## src/rtl/wb_arbiter_pkg.sv

```systemverilog
// rtl/wb_arbiter_pkg.sv - shared core constants for the writeback path
package wb_arbiter_pkg;

    // Pipeline-wide widths and sizes.
    localparam int XLEN_DEFAULT = 32;
    localparam int NREG_DEFAULT = 32;
    localparam int REG_IDX_W    = 5;

    // x0 is hardwired zero: writes to it are dropped, it is never busy.
    localparam logic [REG_IDX_W-1:0] REG_ZERO = '0;

    // Writeback requester IDs.
    typedef enum logic {
        REQ_P0 = 1'b0,   // single-cycle pipeline writeback
        REQ_P1 = 1'b1    // multi-cycle unit writeback
    } req_id_t;

endpackage

```

## src/rtl/wb_scoreboard.sv

```systemverilog
// rtl/wb_scoreboard.sv - busy-bit scoreboard for pending multi-cycle writes
//
// Ports:
//   clk, rst_n            clock, asynchronous active-low reset
//   set_en, set_idx       issue of a multi-cycle op to set_idx (x0 ignored)
//   clr_en, clr_idx       accepted multi-cycle writeback to clr_idx
//   pend_valid, pend_idx  multi-cycle writeback presented but not yet committed
//   rs1, rs2              lookup indices
//   rs1_busy, rs2_busy    lookup results
//   iss_conflict          one-cycle pulse: issue hit an already-busy register
module wb_scoreboard
    import wb_arbiter_pkg::*;
#(
    parameter int NREG = NREG_DEFAULT
) (
    input  logic                 clk,
    input  logic                 rst_n,
    input  logic                 set_en,
    input  logic [REG_IDX_W-1:0] set_idx,
    input  logic                 clr_en,
    input  logic [REG_IDX_W-1:0] clr_idx,
    input  logic                 pend_valid,
    input  logic [REG_IDX_W-1:0] pend_idx,
    input  logic [REG_IDX_W-1:0] rs1,
    input  logic [REG_IDX_W-1:0] rs2,
    output logic                 rs1_busy,
    output logic                 rs2_busy,
    output logic                 iss_conflict
);

    logic [NREG-1:0] busy;
    logic [NREG-1:0] busy_nxt;
    logic            set_live;

    assign set_live = set_en && (set_idx != REG_ZERO);

    // Clear first, then set, so a same-index set and clear leaves the bit set.
    always_comb begin
        busy_nxt = busy;
        if (clr_en) begin
            busy_nxt[clr_idx] = 1'b0;
        end
        if (set_live) begin
            busy_nxt[set_idx] = 1'b1;
        end
        busy_nxt[0] = 1'b0;
    end

    always_ff @(posedge clk or negedge rst_n) begin
        if (!rst_n) begin
            busy         <= '0;
            iss_conflict <= 1'b0;
        end else begin
            busy         <= busy_nxt;
            iss_conflict <= set_live && busy[set_idx];
        end
    end

    // A writeback still sitting at the requester (or accepted this cycle) has
    // not reached the register file, and there is no bypass, so it keeps its
    // destination busy too.
    always_comb begin
        rs1_busy = busy[rs1] | (pend_valid && (pend_idx == rs1) && (rs1 != REG_ZERO));
        rs2_busy = busy[rs2] | (pend_valid && (pend_idx == rs2) && (rs2 != REG_ZERO));
    end

endmodule

```

## src/rtl/wb_arbiter.sv

```systemverilog
// rtl/wb_arbiter.sv - two-requester round-robin writeback arbiter with scoreboard
//
// Ports:
//   clk, rst_n                  clock, asynchronous active-low reset
//   p0_valid/ready/rd/wd        pipeline writeback request (requester 0)
//   p1_valid/ready/rd/wd        multi-cycle unit writeback (requester 1)
//   iss_valid, iss_rd           multi-cycle op issue and its destination
//   rs1, rs2                    decode-stage source indices
//   rs1_busy, rs2_busy          source has a pending multi-cycle write
//   iss_conflict                issue targeted an already-busy register
//   reg_write, rd, wd           registered register file write port
module wb_arbiter
    import wb_arbiter_pkg::*;
#(
    parameter int XLEN = XLEN_DEFAULT,
    parameter int NREG = NREG_DEFAULT
) (
    input  logic                 clk,
    input  logic                 rst_n,
    input  logic                 p0_valid,
    output logic                 p0_ready,
    input  logic [REG_IDX_W-1:0] p0_rd,
    input  logic [XLEN-1:0]      p0_wd,
    input  logic                 p1_valid,
    output logic                 p1_ready,
    input  logic [REG_IDX_W-1:0] p1_rd,
    input  logic [XLEN-1:0]      p1_wd,
    input  logic                 iss_valid,
    input  logic [REG_IDX_W-1:0] iss_rd,
    input  logic [REG_IDX_W-1:0] rs1,
    input  logic [REG_IDX_W-1:0] rs2,
    output logic                 rs1_busy,
    output logic                 rs2_busy,
    output logic                 iss_conflict,
    output logic                 reg_write,
    output logic [REG_IDX_W-1:0] rd,
    output logic [XLEN-1:0]      wd
);

    req_id_t              last_grant;
    logic                 acc0;
    logic                 acc1;
    logic [REG_IDX_W-1:0] sel_rd;
    logic [XLEN-1:0]      sel_wd;

    // On a tie the requester not granted last wins; ready is forced low while
    // reset is asserted so nothing is accepted during reset.
    always_comb begin
        p0_ready = rst_n & p0_valid & (~p1_valid | (last_grant == REQ_P1));
        p1_ready = rst_n & p1_valid & (~p0_valid | (last_grant == REQ_P0));
        acc0     = p0_valid & p0_ready;
        acc1     = p1_valid & p1_ready;
        sel_rd   = acc1 ? p1_rd : p0_rd;
        sel_wd   = acc1 ? p1_wd : p0_wd;
    end

    always_ff @(posedge clk or negedge rst_n) begin
        if (!rst_n) begin
            last_grant <= REQ_P1;
            reg_write  <= 1'b0;
            rd         <= '0;
            wd         <= '0;
        end else begin
            reg_write <= 1'b0;
            if (acc0 || acc1) begin
                last_grant <= acc1 ? REQ_P1 : REQ_P0;
                // x0 writes are consumed but never committed.
                reg_write  <= (sel_rd != REG_ZERO);
                rd         <= sel_rd;
                wd         <= sel_wd;
            end
        end
    end

    wb_scoreboard #(
        .NREG (NREG)
    ) u_scoreboard (
        .clk          (clk),
        .rst_n        (rst_n),
        .set_en       (iss_valid),
        .set_idx      (iss_rd),
        .clr_en       (acc1),
        .clr_idx      (p1_rd),
        .pend_valid   (p1_valid),
        .pend_idx     (p1_rd),
        .rs1          (rs1),
        .rs2          (rs2),
        .rs1_busy     (rs1_busy),
        .rs2_busy     (rs2_busy),
        .iss_conflict (iss_conflict)
    );

endmodule

```

## config.mk

```make
export PLATFORM = sky130hd
export DESIGN_NAME = wb_arbiter
export DESIGN_NICKNAME = d
export VERILOG_FILES = /design/src/rtl/wb_arbiter_pkg.sv /design/src/rtl/wb_scoreboard.sv /design/src/rtl/wb_arbiter.sv
export SDC_FILE = /design/constraint.sdc
export NUM_CORES = 1
export LEC_CHECK = 0
export CAP_MARGIN = 0
export CORE_ASPECT_RATIO = 1.5
export CORE_MARGIN = 3
export CORE_UTILIZATION = 50
export DETAILED_ROUTE_END_ITERATION = 10
export MAX_ROUTING_LAYER = met4
export PLACE_DENSITY = 0.86
export SLEW_MARGIN = 20
export SYNTH_ARGS = -nofsm -noshare
export SYNTH_HDL_FRONTEND = slang
export SYNTH_SLANG_ARGS = --single-unit
```

## constraint.sdc

```tcl
create_clock -name clk -period 2.85 [get_ports clk]
set_input_delay 0.57 -clock clk [delete_from_list [all_inputs] [get_ports clk]]
set_output_delay 0.57 -clock clk [all_outputs]
set_load 0.005 [all_outputs]
```

* Yosys cells after proc, flatten, opt, wreduce, memory -nomap -nowiden
Index checks and enable logic that the tools add are counted.
** Storage, ports and cells
- Output and inout bits :: 43
- Input port bits :: 94
- Memory bits (writable) :: 0
- Word-level logic and storage cells :: 59
- ROM bits :: 0
- Memories kept :: 0
- Register bits :: 71
- Bits in latches :: 0
** Cells by class
- Order comparisons :: 6
- Muxes and demuxes :: 16
- Shift operators :: 0
- Bitwise logic cells :: 16
- Reduce and logical (&&, ||, !) cells :: 13
- Eq/ne operators :: 2
- Add/sub/neg operators :: 0
- Div/mod/pow operators :: 0
- Multipliers :: 0
** Operators by type and width (number)
- $mux W32 :: 3
- $and A32 B32 Y32 :: 1
- $not A32 Y32 :: 1
- $or A32 B32 Y32 :: 1
- $lt A5 B6 Y1 const B :: 4
- $reduce_bool A5 Y1 :: 4
- $bmux W1 S5 :: 3
- $demux W1 S5 :: 2
- $eq A5 B5 Y1 :: 2
- $ge A5 B1 Y1 const B :: 2
- $logic_and A1 B1 Y1 :: 8
- $mux W1 :: 7
- $and A1 B1 Y1 :: 6
- $mux W5 :: 1
- $or A1 B1 Y1 :: 4
- $not A1 Y1 :: 3
- $logic_or A1 B1 Y1 :: 1

* Longest topological paths before layout
- Word-level depth :: 9
- Mapped depth :: 7
- Gate-level depth less buffers :: 6

* By module
Synthesis repeated with hierarchy kept, for this count alone.
** Unflattened totals
- Cell total of the unflattened synthesis :: 396
- Area total of the unflattened synthesis :: 4169.0 µm²
** Modules (own cells, without submodules)
- wb_scoreboard :: seq. area each 800.8 µm², times used 1, area an instance 2317.2 µm², cells an instance 238
- wb_arbiter :: seq. area each 977.2 µm², times used 1, area an instance 1851.8 µm², cells an instance 158

* Worst setup path before layout
OpenSTA, ideal clock, no wires.
- Path kind :: input -> output
- Start :: in rs1[0]
- End :: out rs1_busy
- Path buffers :: 1
- Cell stages on the path :: 5
- Data arrival time :: 1718 ps
- Data required time :: 2280 ps
- Path slack :: 562 ps
- Cells stage by stage :: buf_6 > mux4_1 > mux2_2 > a21oi_1 > o2111ai_1
** On the way
- Longest elaborated chain between the ends :: 4
- Elaborated cells between the ends (all ways) :: 7
- Classes of those cells :: eq/ne: 1; mux: 2; bitwise: 1; reduce/logical: 3
** Ends and longest elaborated chain
- from (decl) :: RTL line wb_arbiter.sv:30 : input logic [REG_IDX_W-1:0] rs1,
- branches (longest 3 deep; another with $bmux W1 S5)
- $or A1 B1 Y1 * :: RTL line wb_scoreboard.sv:63 : rs1_busy = busy[rs1] | (pend_valid && (pend_idx == rs1) && (rs1 != REG_ZERO));
- to (decl) :: RTL line wb_arbiter.sv:32 : output logic rs1_busy,
Mark *: on every way between the ends. The select of a mux whose other input is x is not followed.

* Worst setup path in the final report
- Start :: in rs2[0]
- End :: out rs2_busy
** On the way
- Longest elaborated chain between the ends :: 4
- Elaborated cells between the ends (all ways) :: 7
- Classes of those cells :: eq/ne: 1; mux: 2; bitwise: 1; reduce/logical: 3
** Ends and longest elaborated chain
- from (decl) :: RTL line wb_arbiter.sv:31 : input logic [REG_IDX_W-1:0] rs2,
- branches (longest 3 deep; another with $bmux W1 S5)
- $or A1 B1 Y1 * :: RTL line wb_scoreboard.sv:64 : rs2_busy = busy[rs2] | (pend_valid && (pend_idx == rs2) && (rs2 != REG_ZERO));
- to (decl) :: RTL line wb_arbiter.sv:33 : output logic rs2_busy,
Marked as above.

==> metrics.yaml <==
worstSetupEndpoint: "rs2_busy"
final_common_cell: "clkdlybuf4s50_1"
first_iter_violations: 448
fin_area_mm2: 0.00610
rsz0062_at_grt: "no"
worstSetupPathType: "in2out"
io_buffers: 136
seqPwrFrac: 0.412
dieArea_mm2: 0.00947
ys_seq_elements: 71
cellPowerDensity_mw_per_mm2: 550
slowest_delay_ns: 0.56
dp_cells: 661
std_cell_rows: 40
wl_per_cell_um: 19.6
synthDistinctLibCells: 41
cts_tree: "done"
hp-class: "in2async"
max-cap-violations: 0
synthFlopType: "dfrtp_1"
syn_avg_cell_area_um2: 9.95
dr_wl_met3_um: 971
cp_slowest_cell: "mux4_1"
met2_length_um: 7230
power_frac_comb: 0.282
drtPass1Iterations: 5
cts_htree_levels: 3
synthToLayoutAreaGrowth_pct: 46.7
cp-startpoint: "rs2[0]"
critPathCaptureType: "primary output"
final_nets: 665
slew-limit-headroom: 0.467
fin_crit_sh: 0.979
syn_nets: 512
period_needed_ns: 2.79
holdWs_ns: 0.317
path_clk_slew_ns: 0.05
ir_drop_mv: 0.339
setup_viol: 0
arrival_ns: 2.22
antenna_cells: 0
crit_buf_inv: 2
ys_async_sr_fraction: 1.00
cts_buffers: 9
dpl.hpwl_um: 9930
swShare: 0.291
grt_use_total: 0.296
grt_pass1_vias: 4233
timing.critical_path.required_ns: 2.28
outcome: "finished, final reports clean"
worstMarginPinSlew_ns: 0.800
final_util: 0.757
p_sw_w: 0.000975
met1Wirelength_um: 4650
drive_gt1_frac: 0.148
r2r_cells: 4
drc_errors: 0
grt_overflow_total: 0
yosysSeqAreaShare: 0.428
start_kind: "input port"
setup_tns_ns: 0
regToRegSetupSlack_ns: 1.01
clock_latency_ns: 0.33
skew_ns: 0.00236
antenna_found_initial: 0
hold_viol_final: 0
mostFrequentLayoutCells: "clkdlybuf4s50_1 (128), o21ai_0 (98), dfrtp_1 (70)"
p_leak_nw: 2.64
placed_area_mm2: 0.00575
critPathTopFamily: "multiplexers"
die_y_um: 118
cts_sinks: 71
ant_nets: 0
final_cells: 681
pwr-share-clk: 0.306
start_util: 0.516
netlist_instances: 418
syn_area_mm2: 0.00416
fmax_mhz: 358
path_cells: "clkdlybuf4s15_2, mux4_1, mux2_2, a21oi_1, o2111ai_1, dlygate4sd2_1"
internal_power_w: 0.00238
grt_pass1_wl_um: 20900
io_pins: 137
num_vias: 4069
vias_per_cell: 5.98
grt_max_degree: 76
slew_viol_final: 0
core_mm2: 0.00806
rr_startpoint: "last_grant"
clock_path_buffers: 2
highest_layer: "met4"
cts_root_buffer: "clkbuf_16"
finalWirelength_um: 13400
gp_congestion: 0.991
r2r-end: "wd[24]"
die_x_um: 80.5
yosysWarnings: 0
crit_fanout: 4
synth_edf_count: 0
crit_cells: 6
final.fill_count: 557
sequential cells by signal, indices dropped and copies added (netlist names):
register                   flops
u_scoreboard.busy             31
u_scoreboard.iss_conflict      1
rd                             5
last_grant                     1
wd                            32
reg_write                      1
logic make-up (layout without fill, tap and decap cells):
group                     after synthesis  after routing  synth area share
AOI/OAI and AO/OA                     128            128             0.170
xor gates and xnor gates                8              8            0.0169
buffers and inverters                  37            195            0.0424
DFF                                    71             71             0.428
muxes                                  67             67             0.214
and+or+nand+nor                       107            107             0.129
final cells by class:
cell class / instances / area (um^2) / area share
clock inverter: 3 / 17.5 / 0.00287
multi-input combinational: 310 / 2260 / 0.370
inverter: 6 / 22.5 / 0.00369
sequential: 71 / 1780 / 0.291
tap: 105 / 131 / 0.0215
timing repair buffer: 173 / 1630 / 0.267
clock buffer: 13 / 260 / 0.0427
metrics by stage:
step / setup WS, ns / total power [W]
global placement: -0.493 / 0.00226
finish: 0.0599 / 0.00335
global route: 0.00483 / 0.00352
floorplan: 0.562 / 0.00178
CTS: 0.0103 / 0.00334
detailed placement: -0.534 / 0.00230
cells in the mapped netlist (all sizes together), types with 2 or more instances:
library cell  count  area, um^2
nor4              3        18.8
o2111ai           4        35.0
xnor2             2        17.5
mux2              6        67.6
buf              13        86.3
or3               2        12.5
nor2              4        15.0
a2111oi           6        52.6
nor3              8        40.0
a221oi            2        17.5
mux4             15         360
and2b             2        17.5
inv               6        22.5
dfrtp            70        1750
nand2b            3        18.8
nor2b            10        62.6
clkbuf           18        67.6
o21ai           100         500
nor3b             2        15.0
a21oi             9        45.0
nand3b            6        45.0
or3b              2        17.5
xor2              6        52.6
nand2            50         188
nand4b            2        17.5
nand3            10        50.1
mux2i            46         460
power groups by stage:
stage                     logic (W)  registers (W)  clock network, W
after floorplan            0.000455        0.00132                 0
after global placement     0.000889        0.00137                 0
after detailed placement   0.000918        0.00139                 0
after CTS                  0.000931        0.00137           0.00104
after global routing        0.00103        0.00140           0.00109
final                      0.000944        0.00138           0.00103
repair_timing:
item,4_1_cts,5_1_grt
gates cloned,1,0
pin swaps,0,1
resized for setup,16,14
setup endpoints to repair,2,2
buffers inserted,1,2
hold buffers,0,0
per-layer routing:
metal	track usage	up-vias
li1	-	1851
met4	0.129	0
met5	-	-
met1	0.318	1950
met2	0.498	217
met3	0.0835	51
how the worst min path moves through the flow:
stage	from	end	cells after the start
final	rst_n	wd[20]	2
after global routing	rst_n	last_grant	1
after CTS	rst_n	last_grant	1
after detailed placement	wd[24]	wd[24]	2
after global placement	wd[17]	wd[17]	2
after floorplan	rst_n	rd[0]	0
Note: power is estimated with default switching activity, not from simulation.
